===== config.mk =====
export PLATFORM = sky130hd
export DESIGN_NAME = cpu_ctrl_fsm
export DESIGN_NICKNAME = d
export VERILOG_FILES = /design/src/rtl/cpu_pkg.sv /design/src/rtl/cpu_ctrl_fsm_instr_decoder.sv /design/src/rtl/ld_reg.sv /design/src/rtl/cpu_ctrl_fsm.sv
export SDC_FILE = /design/constraint.sdc
export NUM_CORES = 1
export LEC_CHECK = 0
export BUFFER_PORTS_ARGS = -buffer_cell sky130_fd_sc_hd__buf_2
export CAP_MARGIN = 5
export CORE_UTILIZATION = 25
export DETAILED_ROUTE_END_ITERATION = 10
export MAX_ROUTING_LAYER = met4
export PLACE_DENSITY = 0.58
export SLEW_MARGIN = 15
export SYNTH_ARGS = -nofsm -noshare
export SYNTH_HDL_FRONTEND = slang
export SYNTH_SLANG_ARGS = --single-unit

===== constraint.sdc =====
create_clock -name clk -period 2.7 [get_ports clk]
set_clock_uncertainty 0.1 [all_clocks]
set_input_delay 0.27 -clock clk [delete_from_list [all_inputs] [get_ports clk]]
set_output_delay 0.27 -clock clk [all_outputs]
set_load 0.005 [all_outputs]

===== src/rtl/cpu_pkg.sv =====
// Shared types and encodings for the Simple RISC Machine control unit.
// CPU_CTRL_BRANCH_EN adds the BRANCH state to the state enum.
package cpu_pkg;

  typedef enum logic [4:0] {
    S_RST, S_IF1, S_IF2, S_UPDPC, S_DECODE, S_MOVI, S_GETA, S_GETB, S_EXEC, S_WB,
    S_LD_ADDR, S_LD_MEM, S_LD_WB,
    S_ST_ADDR, S_ST_RD, S_ST_PASS, S_ST_LOADC, S_ST_WRITE,
    S_HALT
`ifdef CPU_CTRL_BRANCH_EN
    , S_BRANCH
`endif
  } state_t;

  localparam logic [2:0] MNONE  = 3'b001;
  localparam logic [2:0] MREAD  = 3'b010;
  localparam logic [2:0] MWRITE = 3'b100;

  localparam logic [2:0] OPC_BRANCH = 3'b001;
  localparam logic [2:0] OPC_LDR    = 3'b011;
  localparam logic [2:0] OPC_STR    = 3'b100;
  localparam logic [2:0] OPC_ALU    = 3'b101;
  localparam logic [2:0] OPC_MOV    = 3'b110;
  localparam logic [2:0] OPC_HALT   = 3'b111;

  localparam logic [1:0] OP_MOVSH = 2'b00;
  localparam logic [1:0] OP_MOVI  = 2'b10;

  localparam logic [2:0] COND_B   = 3'b000;
  localparam logic [2:0] COND_BEQ = 3'b001;
  localparam logic [2:0] COND_BNE = 3'b010;
  localparam logic [2:0] COND_BLT = 3'b011;
  localparam logic [2:0] COND_BLE = 3'b100;

  localparam logic [1:0] VSEL_C     = 2'b00;
  localparam logic [1:0] VSEL_PC    = 2'b01;
  localparam logic [1:0] VSEL_IMM   = 2'b10;
  localparam logic [1:0] VSEL_MDATA = 2'b11;

  localparam logic [1:0] NSEL_RN = 2'd0;
  localparam logic [1:0] NSEL_RD = 2'd1;
  localparam logic [1:0] NSEL_RM = 2'd2;

  // nvz = {N,V,Z}
  function automatic logic cond_taken(input logic [2:0] cond, input logic [2:0] nvz);
    logic t;
    case (cond)
      COND_B:   t = 1'b1;
      COND_BEQ: t = nvz[0];
      COND_BNE: t = !nvz[0];
      COND_BLT: t = nvz[2] != nvz[1];
      COND_BLE: t = (nvz[2] != nvz[1]) || nvz[0];
      default:  t = 1'b0;
    endcase
    return t;
  endfunction

endpackage


===== src/rtl/cpu_ctrl_fsm_instr_decoder.sv =====
// Instruction field extraction, sign extension and register-index mux.
module instr_decoder #(
  parameter int DATA_W = 16
) (
  input  logic [DATA_W-1:0] ir,
  input  logic [1:0]        nsel,
  output logic [2:0]        opcode,
  output logic [1:0]        op,
  output logic [1:0]        shift,
  output logic [DATA_W-1:0] sximm5,
  output logic [DATA_W-1:0] sximm8,
  output logic [2:0]        regnum
);
  import cpu_pkg::*;

  assign opcode = ir[15:13];
  assign op     = ir[12:11];
  assign shift  = ir[4:3];
  assign sximm5 = {{(DATA_W-5){ir[4]}}, ir[4:0]};
  assign sximm8 = {{(DATA_W-8){ir[7]}}, ir[7:0]};

  always_comb begin
    regnum = ir[10:8];
    case (nsel)
      NSEL_RD: regnum = ir[7:5];
      NSEL_RM: regnum = ir[2:0];
      default: regnum = ir[10:8];
    endcase
  end

endmodule


===== src/rtl/ld_reg.sv =====
// Load-enable register with synchronous active-high clear.
module ld_reg #(
  parameter int W = 8
) (
  input  logic         clk,
  input  logic         reset,
  input  logic         en,
  input  logic [W-1:0] d,
  output logic [W-1:0] q
);

  always_ff @(posedge clk) begin
    if (reset) q <= '0;
    else if (en) q <= d;
  end

endmodule


===== src/rtl/cpu_ctrl_fsm.sv =====
// Multi-cycle control unit: PC/IR/data-address registers, fetch-decode-execute sequencing.
// Define CPU_CTRL_BRANCH_EN to add conditional branches (opcode 001).
module cpu_ctrl_fsm
  import cpu_pkg::*;
#(
  parameter int DATA_W = 16,
  parameter int ADDR_W = 9
) (
  input  logic              clk,
  input  logic              reset,
  input  logic [DATA_W-1:0] mem_rdata,
  input  logic              mem_ready,
  input  logic [DATA_W-1:0] dp_out,
  input  logic [2:0]        flags,
  output logic [ADDR_W-1:0] mem_addr,
  output logic [2:0]        mem_cmd,
  output logic [2:0]        readnum,
  output logic [2:0]        writenum,
  output logic [1:0]        vsel,
  output logic              loada,
  output logic              loadb,
  output logic              asel,
  output logic              bsel,
  output logic              loadc,
  output logic              loads,
  output logic              write,
  output logic [1:0]        alu_op,
  output logic [1:0]        shift,
  output logic [DATA_W-1:0] sximm5,
  output logic [DATA_W-1:0] sximm8,
  output logic [ADDR_W-1:0] pc,
  output logic              halted
);

  state_t              state, state_nx;
  logic [DATA_W-1:0]   ir;
  logic [ADDR_W-1:0]   dar;
  logic [ADDR_W-1:0]   pc_d;
  logic                pc_en, ir_en, dar_en, addr_dar;
  logic [1:0]          nsel;
  logic [2:0]          opcode, regnum;
  logic [1:0]          op;
  logic                unused_dp;

  instr_decoder #(.DATA_W(DATA_W)) u_dec (
    .ir     (ir),
    .nsel   (nsel),
    .opcode (opcode),
    .op     (op),
    .shift  (shift),
    .sximm5 (sximm5),
    .sximm8 (sximm8),
    .regnum (regnum)
  );

  assign alu_op   = op;
  assign readnum  = regnum;
  assign writenum = regnum;
  assign mem_addr = addr_dar ? dar : pc;

  assign ir_en  = (state == S_IF2) && mem_ready;
  assign dar_en = (state == S_LD_ADDR) || (state == S_ST_ADDR);
  assign unused_dp = ^dp_out[DATA_W-1:ADDR_W];

`ifdef CPU_CTRL_BRANCH_EN
  logic br_take;
  assign br_take = (state == S_BRANCH) && cond_taken(ir[10:8], flags);
  assign pc_en   = (state == S_UPDPC) || br_take;
  // PC was already incremented in UPDPC, so the offset is relative to the next instruction.
  assign pc_d    = br_take ? pc + sximm8[ADDR_W-1:0] : pc + ADDR_W'(1);
`else
  logic unused_flags;
  assign unused_flags = ^flags;
  assign pc_en = (state == S_UPDPC);
  assign pc_d  = pc + ADDR_W'(1);
`endif

  ld_reg #(.W(ADDR_W)) u_pc  (.clk(clk), .reset(reset), .en(pc_en),  .d(pc_d),                   .q(pc));
  ld_reg #(.W(DATA_W)) u_ir  (.clk(clk), .reset(reset), .en(ir_en),  .d(mem_rdata),              .q(ir));
  ld_reg #(.W(ADDR_W)) u_dar (.clk(clk), .reset(reset), .en(dar_en), .d(dp_out[ADDR_W-1:0]),     .q(dar));

  always_ff @(posedge clk) begin
    if (reset) state <= S_RST;
    else       state <= state_nx;
  end

  always_comb begin
    state_nx = state;
    case (state)
      S_RST:    state_nx = S_IF1;
      S_IF1:    state_nx = S_IF2;
      S_IF2:    state_nx = mem_ready ? S_UPDPC : S_IF2;
      S_UPDPC:  state_nx = S_DECODE;
      S_DECODE: begin
        if (opcode == OPC_MOV && op == OP_MOVI) state_nx = S_MOVI;
        else if (opcode == OPC_HALT)            state_nx = S_HALT;
`ifdef CPU_CTRL_BRANCH_EN
        else if (opcode == OPC_BRANCH)          state_nx = S_BRANCH;
`else
        else if (opcode == OPC_BRANCH)          state_nx = S_IF1;
`endif
        else                                    state_nx = S_GETA;
      end
      S_MOVI:   state_nx = S_IF1;
      S_GETA:   state_nx = S_GETB;
      S_GETB: begin
        if (opcode == OPC_ALU || opcode == OPC_LDR || opcode == OPC_STR ||
            (opcode == OPC_MOV && op == OP_MOVSH))
          state_nx = S_EXEC;
        else
          state_nx = S_IF1;
      end
      S_EXEC: begin
        if (opcode == OPC_LDR)      state_nx = S_LD_ADDR;
        else if (opcode == OPC_STR) state_nx = S_ST_ADDR;
        else                        state_nx = S_WB;
      end
      S_WB:       state_nx = S_IF1;
      S_LD_ADDR:  state_nx = S_LD_MEM;
      S_LD_MEM:   state_nx = mem_ready ? S_LD_WB : S_LD_MEM;
      S_LD_WB:    state_nx = S_IF1;
      S_ST_ADDR:  state_nx = S_ST_RD;
      S_ST_RD:    state_nx = S_ST_PASS;
      S_ST_PASS:  state_nx = S_ST_LOADC;
      S_ST_LOADC: state_nx = S_ST_WRITE;
      S_ST_WRITE: state_nx = mem_ready ? S_IF1 : S_ST_WRITE;
      S_HALT:     state_nx = S_HALT;
`ifdef CPU_CTRL_BRANCH_EN
      S_BRANCH:   state_nx = S_IF1;
`endif
      default:    state_nx = S_RST;
    endcase
  end

  always_comb begin
    mem_cmd  = MNONE;
    nsel     = NSEL_RN;
    vsel     = VSEL_C;
    addr_dar = 1'b0;
    loada    = 1'b0;
    loadb    = 1'b0;
    asel     = 1'b0;
    bsel     = 1'b0;
    loadc    = 1'b0;
    loads    = 1'b0;
    write    = 1'b0;
    halted   = 1'b0;
    case (state)
      S_IF1, S_IF2: mem_cmd = MREAD;
      S_MOVI: begin
        nsel  = NSEL_RN;
        vsel  = VSEL_IMM;
        write = 1'b1;
      end
      S_GETA: begin
        nsel  = NSEL_RN;
        loada = 1'b1;
      end
      S_GETB: begin
        nsel  = NSEL_RM;
        loadb = 1'b1;
      end
      // ALU result is captured in the same cycle the operands are selected.
      S_EXEC: begin
        loadc = 1'b1;
        loads = (opcode == OPC_ALU);
        if (opcode == OPC_MOV)                           asel = 1'b1;
        else if (opcode == OPC_LDR || opcode == OPC_STR) bsel = 1'b1;
      end
      S_WB: begin
        nsel  = NSEL_RD;
        vsel  = VSEL_C;
        write = 1'b1;
      end
      S_LD_MEM: begin
        mem_cmd  = MREAD;
        addr_dar = 1'b1;
      end
      S_LD_WB: begin
        nsel  = NSEL_RD;
        vsel  = VSEL_MDATA;
        write = 1'b1;
      end
      S_ST_RD: begin
        nsel  = NSEL_RD;
        loadb = 1'b1;
      end
      S_ST_PASS:  asel  = 1'b1;
      S_ST_LOADC: loadc = 1'b1;
      S_ST_WRITE: begin
        mem_cmd  = MWRITE;
        addr_dar = 1'b1;
      end
      S_HALT:  halted = 1'b1;
      default: ;
    endcase
  end

endmodule

==> results.txt <==
Setup CP Type - flip-flop to output pin
Mean Syn Cell Area - 7.78 µm²
Net Sw Frac - 37.6%
die height - 103 µm
vias in the first global route - 2105
Total GRT Usage - 12.5%
register area share after synthesis - 30.7%
syn nets - 368
startpoint types - flip-flop
first-pass GRT wire length - 9.91 mm
dpl ws - 0.542 ns
Max Transition Viols Final - 0
Max Clock Freq - 396 MHz
CP endpoint kind - output pin
Ports - 111
r2r setup slk - 0.59 ns
worst hold stages - 3
Gate power share - 38.5%
EDFF count, synth - 0
Post-CTS Setup Inserts - 0
Slew HR - 51.9%
1st-pass router iterations - 4
Peak VDD IR - 242 µV
Port Buf Inserts - 100
clk sinks - 39
outcome - finished, final reports clean
Netlist cell types - 50
synthesized instance count - 327
Final Cycle Share - 93.6%
via-per-instance ratio - 4.69
Lkg Pwr - 1.32 nW
die area - 0.0106 mm²
initial antenna violation count - 0
net switching power - 0.706 mW
Final Non-Filler Cells - 520
simple-gate area share of the yosys netlist - 25.1%
final-report hold violation count - 0
Final Setup Violations - 0
maxcap violations - 0
complex-gate fraction of the synthesized area - 14.6%
Hold Buf Count CTS - 0
drt drc - 0
final antenna-violating net count - 0
fin nets - 427
synthesis-stage register bit count - 39
Hold Path Origin - dp_out[6]
clock power share - 24.4%
Rows - 36
Worst-path clk slew - 0.08 ns
Clk Latency, worst-skew pair - 0.30 ns
Pint - 1.17 mW
WHS Endpoint - u_dar.q[6]
largest family of logic cells by synthesized area - simple AND/OR/NAND/NOR gates
TritonCTS clock tree - done
WL final - 6.58 mm
share of layout cells above drive strength 1 - 34.6%
Post-DP HPWL - 4.81 mm
Synth Cell Area - 0.00254 mm²
worst hold-check path type - input pin to flip-flop
# fillers - 1075
Post-Synth Adder-Cell Area - 1.47%
PD cells - 626 mW/mm²
ys flop type - dfxtp_1
gr ovfl total - 0
post_cts resized - 0
P&R area growth vs syn - 17.7%
setup ws final - 0.173 ns
CP arrival - 2.16 ns
htree depth - 2
# diodes - 0
Seq pwr share - 37.1%
total negative slack - 0 ns
Die Wd - 103 µm
maximum number of pins on one net before global-route repair - 39
Slew @ Worst Pin - 0.721 ns
Synth Area in XOR/XNOR - 2.75%
clk root buf - clkbuf_8
mux cell area share after synthesis - 8.31%
Wirelength per Cell - 12.7 µm
initial drt markers - 140
routability congestion estimate - 0.873
Cells after DPL - 512
crit path time final - 2.53 ns
Worst Reg-to-Reg Cells - 5
core footprint - 0.00982 mm²
required time worst endpoint - 2.33 ns
Initial Utilization - 25.9%
Async SR Flop Fraction - 0%
worst flop-to-flop path endpoint - u_pc.q[7]
RSZ-0062 raised after global routing - no
clk buf depth - 2
Reg2Reg Launch Point - state[1]
CP max FO - 9
CTS buffer count - 5
Yosys warning count - 0
routed vias - 2439
final cells by class:
class                           count  area, µm²  area share, %
Timing Repair Buffer              112        591           19.7
Inverter                            7       26.3          0.877
Multi-Input combinational cell    221       1330           44.3
Clock inverter                      1       7.51          0.251
Tap cell                          133        166           5.55
Sequential cell                    39        781           26.1
Clock buffer                        7       96.3           3.22
metrics by stage:
| stage | area, µm² | util [%] | hold WS, ns | power (mW) |
|---|---|---|---|---|
| after floorplan | 2540 | - | 0.306 | 1.26 |
| after global placement | 2890 | 29.5 | 0.352 | 1.42 |
| after detailed placement | 2890 | 29.5 | 0.352 | 1.43 |
| after CTS | 3000 | 30.5 | 0.0920 | 1.89 |
| after global routing | 3000 | 30.5 | 0.0859 | 2.01 |
| final | 3000 | 30.5 | 0.103 | 1.88 |
power by group through the flow:
stage / Sequential, mW / Clock (mW) / Combinational [mW]
final: 0.696 / 0.457 / 0.722
after global routing: 0.707 / 0.503 / 0.803
after CTS: 0.695 / 0.477 / 0.718
after detailed placement: 0.709 / 0 / 0.717
after global placement: 0.707 / 0 / 0.709
after floorplan: 0.673 / 0 / 0.588
logic make-up (layout without fill, tap and decap cells):
kind of cell,after synthesis,after routing
AOI/OAI and AO/OA,60,60
muxes,20,20
xor gates and xnor gates,8,8
DFF,39,39
and+or+nand+nor,130,130
buffers and inverters,67,127
adders and majority gates,3,3
synthesized netlist by cell type, types with 2 or more instances:
cell / count / area, µm²
inv_1: 6 / 22.5
mux2_2: 9 / 101
buf_2: 7 / 35.0
clkbuf_2: 2 / 10.0
o21ai_0: 8 / 40.0
nor3b_1: 2 / 15.0
a31oi_1: 2 / 12.5
clkbuf_1: 5 / 18.8
a21oi_1: 29 / 145
buf_1: 2 / 7.51
dfxtp_1: 39 / 781
nor2_1: 23 / 86.3
ha_1: 3 / 37.5
mux2i_1: 11 / 110
xor2_1: 4 / 35.0
o31ai_1: 2 / 15.0
buf_4: 42 / 315
nand3b_1: 2 / 15.0
or3_1: 5 / 31.3
o41a_1: 2 / 22.5
and3_1: 2 / 12.5
nand2b_1: 6 / 37.5
buf_6: 2 / 22.5
nor3_1: 9 / 45.0
nor4_1: 2 / 12.5
xnor2_1: 4 / 35.0
nor2b_1: 8 / 50.1
nand3_1: 8 / 40.0
o31a_1: 2 / 17.5
and2_1: 3 / 18.8
a22oi_1: 3 / 22.5
nand4_1: 2 / 12.5
a221oi_1: 2 / 17.5
nand2_1: 51 / 191
o22ai_1: 3 / 18.8
worst max path at each step:
stage               startpoint  slack, ns  depth (start not counted)     endpoint
floorplan             state[2]       0.47                          8  writenum[0]
global placement      state[1]       0.58                          6   readnum[1]
detailed placement    state[1]       0.54                          5   readnum[1]
CTS                   state[1]       0.19                          5   readnum[1]
global route          state[1]       0.06                          5   readnum[1]
finish                state[1]       0.17                          5  writenum[1]
cell usage in the layout (no fill, tap or decap), types with 7 or more instances in the layout:
master and n:
buf_2 100, nand2_1 51, dfxtp_1 39, a21oi_1 29, nor2_1 23, buf_4 12, mux2i_1 11, nor3_1 9
mux2_2 9, nor2b_1 8, o21ai_0 8, nand3_1 8, clkbuf_8 7
worst max-delay path: stages, from the launching register on:
cell and delay (ns):
dfxtp_1 0.50, nand2_1 0.13, or3_1 0.43, ha_1 0.36, o21ai_0 0.27, buf_2 0.17
sequential cells by signal, summed over array words and instances, names as in the netlist:
name     cells
u_dar.q      9
u_pc.q       9
u_ir.q      16
state        5
layer usage:
| metal | part of all wire, % | routed length [µm] | global-route usage, % |
|---|---|---|---|
| met4 | 1.6 | 102 | 4.23 |
| met5 | 0 | 0 | - |
| met1 | 42 | 2780 | 13.7 |
| met2 | 49 | 3230 | 21.8 |
| met3 | 7.0 | 459 | 3.39 |
No activity file was read; power rests on OpenSTA's default activity.
